===== src/rtl/ws2812_if.sv =====
// ws2812_if -- frame request and serial output bundle for ws2812_tx.
//   master (frame source): drives start, data_in; observes led_dout, busy, done
//   slave  (ws2812_tx)   : observes start, data_in; drives led_dout, busy, done
// Parameter NUM_LED sets the data_in width (NUM_LED*24 bits).
interface ws2812_if #(
    parameter int NUM_LED = 40
);
    localparam int DATA_W = NUM_LED * 24;

    logic              start;
    logic [DATA_W-1:0] data_in;
    logic              led_dout;
    logic              busy;
    logic              done;

    modport master (
        output start,
        output data_in,
        input  led_dout,
        input  busy,
        input  done
    );

    modport slave (
        input  start,
        input  data_in,
        output led_dout,
        output busy,
        output done
    );
endinterface


===== src/rtl/ws2812_tx.sv =====
// ws2812_tx -- serialises a frame of NUM_LED 24-bit pixels onto a WS2812 chain,
// followed by a low latch gap.
//   rd_clk      : clock, all logic on rising edge
//   rst_n       : asynchronous active-low reset
//   bus (slave) : start, data_in (LED k = data_in[24k+23:24k]) in;
//                 led_dout, busy, done (one-cycle pulse) out
// Build option: define WS2812_GRB_EN to transmit each word as {G,R,B}
// instead of {R,G,B}; timing is identical either way.
//
// state     | meaning
// IDLE      | waiting for start; done pulse is issued in the first IDLE cycle
// BIT_HIGH  | high phase of the current bit (T1H_CYC or T0H_CYC cycles)
// BIT_LOW   | low remainder of the current bit, up to TBIT_CYC in total
// LATCH_GAP | led_dout held low for TRST_CYC cycles after the last bit
module ws2812_tx #(
    parameter int NUM_LED  = 40,
    parameter int T0H_CYC  = 20,
    parameter int T1H_CYC  = 40,
    parameter int TBIT_CYC = 63,
    parameter int TRST_CYC = 15000
) (
    input  logic     rd_clk,
    input  logic     rst_n,
    ws2812_if.slave  bus
);
    localparam int DATA_W  = NUM_LED * 24;
    localparam int CNT_MAX = (TBIT_CYC > TRST_CYC) ? TBIT_CYC : TRST_CYC;
    localparam int CNT_W   = (CNT_MAX > 1) ? $clog2(CNT_MAX) : 1;
    localparam int LIDX_W  = (NUM_LED > 1) ? $clog2(NUM_LED) : 1;

    localparam logic [CNT_W-1:0]  T0H_L     = CNT_W'(T0H_CYC);
    localparam logic [CNT_W-1:0]  T1H_L     = CNT_W'(T1H_CYC);
    localparam logic [CNT_W-1:0]  TBIT_LAST = CNT_W'(TBIT_CYC - 1);
    localparam logic [CNT_W-1:0]  TRST_LAST = CNT_W'(TRST_CYC - 1);
    localparam logic [LIDX_W-1:0] LED_LAST  = LIDX_W'(NUM_LED - 1);

    typedef enum logic [1:0] {IDLE, BIT_HIGH, BIT_LOW, LATCH_GAP} state_t;

    state_t            state, state_n;
    logic [CNT_W-1:0]  cyc_cnt, cyc_n, cyc_inc;
    logic [4:0]        bit_idx, bit_n;
    logic [LIDX_W-1:0] led_idx, led_n;
    logic [DATA_W-1:0] shadow, shadow_n;
    logic              dout_q, busy_q, done_q;
    logic              dout_n, busy_n, done_n;
    logic [23:0]       tx_word;
    logic              cur_bit;
    logic [CNT_W-1:0]  high_len;

    function automatic logic [23:0] tx_order(input logic [23:0] w);
`ifdef WS2812_GRB_EN
        return {w[15:8], w[23:16], w[7:0]};
`else
        return w;
`endif
    endfunction

    assign tx_word  = tx_order(shadow[32'(led_idx) * 24 +: 24]);
    assign cur_bit  = tx_word[bit_idx];
    assign high_len = cur_bit ? T1H_L : T0H_L;
    assign cyc_inc  = cyc_cnt + CNT_W'(1);

    // Outputs are computed one cycle ahead and registered, so led_dout,
    // busy and done come straight from flops.
    always_comb begin
        state_n  = state;
        cyc_n    = cyc_cnt;
        bit_n    = bit_idx;
        led_n    = led_idx;
        shadow_n = shadow;
        dout_n   = 1'b0;
        busy_n   = 1'b1;
        done_n   = 1'b0;
        case (state)
            IDLE: begin
                busy_n = 1'b0;
                if (bus.start) begin
                    shadow_n = bus.data_in;
                    led_n    = '0;
                    bit_n    = 5'd23;
                    cyc_n    = '0;
                    state_n  = BIT_HIGH;
                    dout_n   = 1'b1;
                    busy_n   = 1'b1;
                end
            end
            BIT_HIGH: begin
                cyc_n = cyc_inc;
                if (cyc_inc == high_len) begin
                    state_n = BIT_LOW;
                end else begin
                    dout_n = 1'b1;
                end
            end
            BIT_LOW: begin
                if (cyc_cnt == TBIT_LAST) begin
                    cyc_n = '0;
                    if (bit_idx == 5'd0 && led_idx == LED_LAST) begin
                        state_n = LATCH_GAP;
                    end else begin
                        state_n = BIT_HIGH;
                        dout_n  = 1'b1;
                        if (bit_idx == 5'd0) begin
                            bit_n = 5'd23;
                            led_n = led_idx + LIDX_W'(1);
                        end else begin
                            bit_n = bit_idx - 5'd1;
                        end
                    end
                end else begin
                    cyc_n = cyc_inc;
                end
            end
            LATCH_GAP: begin
                if (cyc_cnt == TRST_LAST) begin
                    state_n = IDLE;
                    cyc_n   = '0;
                    busy_n  = 1'b0;
                    done_n  = 1'b1;
                end else begin
                    cyc_n = cyc_inc;
                end
            end
            default: begin
                state_n = IDLE;
                busy_n  = 1'b0;
            end
        endcase
    end

    always_ff @(posedge rd_clk or negedge rst_n) begin
        if (!rst_n) begin
            state   <= IDLE;
            cyc_cnt <= '0;
            bit_idx <= '0;
            led_idx <= '0;
            shadow  <= '0;
            dout_q  <= 1'b0;
            busy_q  <= 1'b0;
            done_q  <= 1'b0;
        end else begin
            state   <= state_n;
            cyc_cnt <= cyc_n;
            bit_idx <= bit_n;
            led_idx <= led_n;
            shadow  <= shadow_n;
            dout_q  <= dout_n;
            busy_q  <= busy_n;
            done_q  <= done_n;
        end
    end

    assign bus.led_dout = dout_q;
    assign bus.busy     = busy_q;
    assign bus.done     = done_q;
endmodule


===== src/flat_wrapper.sv =====
// flat-port wrapper written by rule: the top's interface ports become plain ports
module ws2812_tx_flat 
#(
    parameter int NUM_LED  = 40,
    parameter int T0H_CYC  = 20,
    parameter int T1H_CYC  = 40,
    parameter int TBIT_CYC = 63,
    parameter int TRST_CYC = 15000
)
  (rd_clk, rst_n, bus_start, bus_data_in, bus_led_dout, bus_busy, bus_done);
  ws2812_if #(.NUM_LED(NUM_LED)) bus_i ();
  input  logic rd_clk;
  input  logic rst_n;
  input wire logic [$bits(bus_i.start)-1:0] bus_start;
  input wire logic [$bits(bus_i.data_in)-1:0] bus_data_in;
  output wire logic [$bits(bus_i.led_dout)-1:0] bus_led_dout;
  output wire logic [$bits(bus_i.busy)-1:0] bus_busy;
  output wire logic [$bits(bus_i.done)-1:0] bus_done;
  assign bus_i.start = bus_start;
  assign bus_i.data_in = bus_data_in;
  assign bus_led_dout = bus_i.led_dout;
  assign bus_busy = bus_i.busy;
  assign bus_done = bus_i.done;
  ws2812_tx #(.NUM_LED(NUM_LED), .T0H_CYC(T0H_CYC), .T1H_CYC(T1H_CYC), .TBIT_CYC(TBIT_CYC), .TRST_CYC(TRST_CYC)) u_core (.rd_clk(rd_clk), .rst_n(rst_n), .bus(bus_i));
endmodule

===== config.mk =====
export PLATFORM = sky130hd
export DESIGN_NAME = ws2812_tx_flat
export DESIGN_NICKNAME = d
export VERILOG_FILES = /design/src/rtl/ws2812_if.sv /design/src/rtl/ws2812_tx.sv /design/src/flat_wrapper.sv
export SDC_FILE = /design/constraint.sdc
export NUM_CORES = 2
export LEC_CHECK = 0
export ABC_CLOCK_PERIOD_IN_PS = 3300
export BUFFER_PORTS_ARGS = -buffer_cell sky130_fd_sc_hd__clkbuf_2
export CAP_MARGIN = 10
export CORE_AREA = 2 2 373 375
export DETAILED_ROUTE_END_ITERATION = 16
export DIE_AREA = 0 0 375 377
export PLACE_DENSITY_LB_ADDON = 0.25
export REMOVE_ABC_BUFFERS = 1
export SYNTH_ARGS = -nofsm -noshare
export SYNTH_HDL_FRONTEND = slang
export SYNTH_SLANG_ARGS = --single-unit

===== constraint.sdc =====
create_clock -name rd_clk -period 3.3 [get_ports rd_clk]
set_clock_uncertainty 0.05 [all_clocks]
set_input_delay 0.33 -clock rd_clk [delete_from_list [all_inputs] [get_ports rd_clk]]
set_output_delay 0.33 -clock rd_clk [all_outputs]
set_load 0.02 [all_outputs]

==> key figures <==
Final layout
  – NumNets Final: 7,916
  – Final non-filler cell total: slightly below 9,000
  – Final core utilization: 0.499
  – Commonest cells after routing, fill and taps aside: 2,933 x nand2_1, 986 x dfrtp_1, 964 x clkbuf_2, 961 x dlygate4sd3_1, 219 x mux4_2
  – Layout cell share with drive strength beyond 1: 0.248
  – P&R area growth vs syn: 49.8%
  – Filler cells: approximately 12,000
  – Commonest non-fill, non-tap cell in the layout: nand2_1

CTS
  – Root buf cell: clkbuf_16
  – CTS tree: done
  – Clk Latency, worst-skew pair: approximately 0.73 ns
  – Total CTS buffers: between 100 and 150
  – Sink Count: a little under 1,000
  – Worst-case clock buffer depth: 3
  – H-tree Lvls: 3
  – Clk pin slew, worst setup/hold paths: about 0.060 ns

STA
  – Least-Margin Pin Slew: 0.886 ns
  – Min cycle time layout: between 3 and 4 ns
  – RSZ-0062 raised after global routing: yes
  – Final setup viols: 3
  – Count of pins over their slew limit: 0
  – PnR worst setup slack: -0.458 ns
  – Final hold viol count: 0
  – Highest clock rate: 0.266 GHz
  – Worst rel slew slack: 0.409
  – Part of the cycle the worst path needs: 1.14

Global routing
  – GR Util All Layers: 0.281
  – Initial antenna violation count: 9
  – First-pass GRT wire length: ~300,000 um
  – Vias in the first global route: approximately 47,000
  – Remaining Overflow, GRT: 0
  – Largest net degree at the start of global routing: 190

Yosys
  – Synthesis warning total: 0
  – EDFF count, synth: 0
  – Mean area per synthesized cell: about 9.2 um^2
  – Synth area leaders: dfrtp_1 54%, nand2_1 24%, mux4_2 11%
  – Register area share after synthesis: 0.543
  – Dominant cell type by area after synthesis: dfrtp_1
  – Synth unique cells: between 80 and 90
  – Syn Inst Count: approximately 5,000
  – Yosys top cell area share: 0.543
  – Most used DFF post-synth: dfrtp_1
  – Synthesized area: 0.0456 mm^2
  – Seq cells post-synth: 990
  – Fraction of registers with async set or reset after synthesis: 1.00

Die
  – Die Width: ~380 um
  – I/O pin total: roughly 970
  – Die Y: approximately 380 um
  – # rows: 136
  – Core area: roughly 0.14 mm^2
  – DIE AREA: between 0.1 and 0.15 mm^2
  – Starting Density: 0.333

Critical path
  – Crit path max fanout: 8
  – Crit end category: flip-flop
  – Reg2Reg Depth: 11
  – Slowest library cell on the worst path: dfrtp_4
  – Critical path depth in cells: 11
  – CP dominant cell by count: mux4_2
  – CP Class: reg -> reg
  – Top Family by Delay on Critical Path: multiplexers
  – Worst path bufs/invs: 2
  – CP required: 3.90 ns
  – CP Cell Sequence: buf_16 > buf_12 > mux4_2 > mux4_2 > a211oi_4 > a31oi_4 > a221oi_4 > a2111oi_4 > nor4_4 > nand2_1 > a31oi_1
  – Crit path DAT: approximately 4.4 ns
  – Max stage delay on crit path: just under 0.6 ns
  – Startpoint types: flip-flop

Pwr
  – Maximum vdd drop: 386 uV
  – Pleak: approximately 36 nW
  – Power density over the cells: 400 mW/mm^2

Drt
  – Iteration count of the initial detailed-routing pass: 6
  – Routed Antenna Nets: 0
  – Routed len/inst: between 20 and 25 um
  – Number of remaining DRC errors: 0
  – Via density: ~5.1
  – First DRT Iteration DRCs: approximately 3,800
  – Drt total wl: approximately 200,000 um
  – Via count: between 40,000 and 50,000

Min path
  – HP Class: in -> async

Placed design
  – Post-DP HPWL: ~140,000 um
  – Placer Congestion: between 0.9 and 1
  – Port Buf Inserts: 965
  – Inst Count DP: ~7,600

Run status
  – Status: finished with violations
  – Violated checks: setup timing

Run
  – Maxcap violations: 0
-- flip-flops by register name (all words and copies together), names as in the netlist --
register / cells
u_core.shadow: 960
u_core.cyc_cnt: 14
u_core.led_idx: 6
u_core.bit_idx: 5
u_core.state: 2
u_core.bus.busy: 1
u_core.bus.done: 1
u_core.bus.led_dout: 1
-- layer usage --
layer,global-route usage,share of wire
met1,0.355,0.40
met2,0.438,0.46
met3,0.0484,0.060
met4,0.198,0.078
met5,0,0.00017
-- cell usage after synthesis (9+ instances only) --
cell,count
a211oi_1,18
o22ai_1,23
a31oi_1,10
nand2b_1,11
dfrtp_1,990
nor2b_1,21
o21ai_0,46
mux4_2,219
a22o_1,11
buf_1,34
mux2_2,38
nor2_1,28
nor3_1,17
a21oi_1,32
nand2_1,2937
buf_6,18
mux2i_1,34
ha_1,9
nand3_1,14
inv_1,12
buf_2,35
a22oi_1,30
and2_1,17
o31ai_1,11
clkbuf_1,221
-- logic make-up (layout without fill, tap and decap cells) --
group	after synthesis	in the layout	synth area share
flip-flops	990	990	0.543
adder cells (fa/ha/maj)	9	9	0.00247
AO/OA/AOI/OAI	237	237	0.0360
XOR/XNOR	2	2	0.000384
multiplexers	291	291	0.125
buffers and inverters	331	2421	0.0321
other	0	3	0
AND/OR/NAND/NOR	3088	3088	0.261
-- area by class of cell --
type,instances,area (um^2),area share
clock inverter,50,663,0.00970
timing repair buffer,2202,17600,0.258
antenna,3,7.51,0.000110
clock buffer,155,3230,0.0473
inverter,14,53.8,0.000787
tap,1794,2240,0.0328
sequential,990,24800,0.363
multi-input combinational,3627,19800,0.289
-- final timing paths --
| kind | from | to | slack (ns) |
|---|---|---|---|
| max | u_core.led_idx[0] | u_core.bus.led_dout | -0.46 |
| min | rst_n | u_core.shadow[881] | 0.17 |
| max in group asynchronous | rst_n | u_core.led_idx[3] | 1.89 |
| min reg2reg | u_core.shadow[822] | u_core.shadow[822] | 0.42 |
| max reg2reg | u_core.led_idx[0] | u_core.bus.led_dout | -0.46 |
| min in group rd_clk | bus_start | u_core.cyc_cnt[4] | 0.25 |
-- through the flow --
stage | setup TNS, ns | area (um^2) | power (W) | hold WS (ns) | setup WS (ns)
6_report | -1.28 | 68400 | 0.0273 | 0.174 | -0.458
5_1_grt | -1.52 | 68400 | 0.0282 | 0.205 | -0.536
4_1_cts | -1.09 | 68200 | 0.0275 | 0.173 | -0.384
3_5_place_dp | -1.89 | 54200 | 0.0134 | 0.394 | -0.648
3_3_place_gp | -2.06 | 54200 | 0.0134 | 0.401 | -0.696
2_1_floorplan | - | 44200 | 0.0124 | -0.0156 | -13.42
-- what timing repair did --
item | CTS | global route
setup endpoints to repair | 3 | 4
cloned | 3 | 2
pin swaps | 18 | 10
resized for setup | 45 | 18
buffers inserted | 13 | 5
hold buffers | 961 | 0
endpoints found under the hold margin | 1003 | 0
-- power breakdown --
part           internal [W]  switching, W
logic               0.00119      0.000796
registers            0.0121             0
clock network       0.00778       0.00542
total                0.0211       0.00622
(Power assumes the default switching activity.)
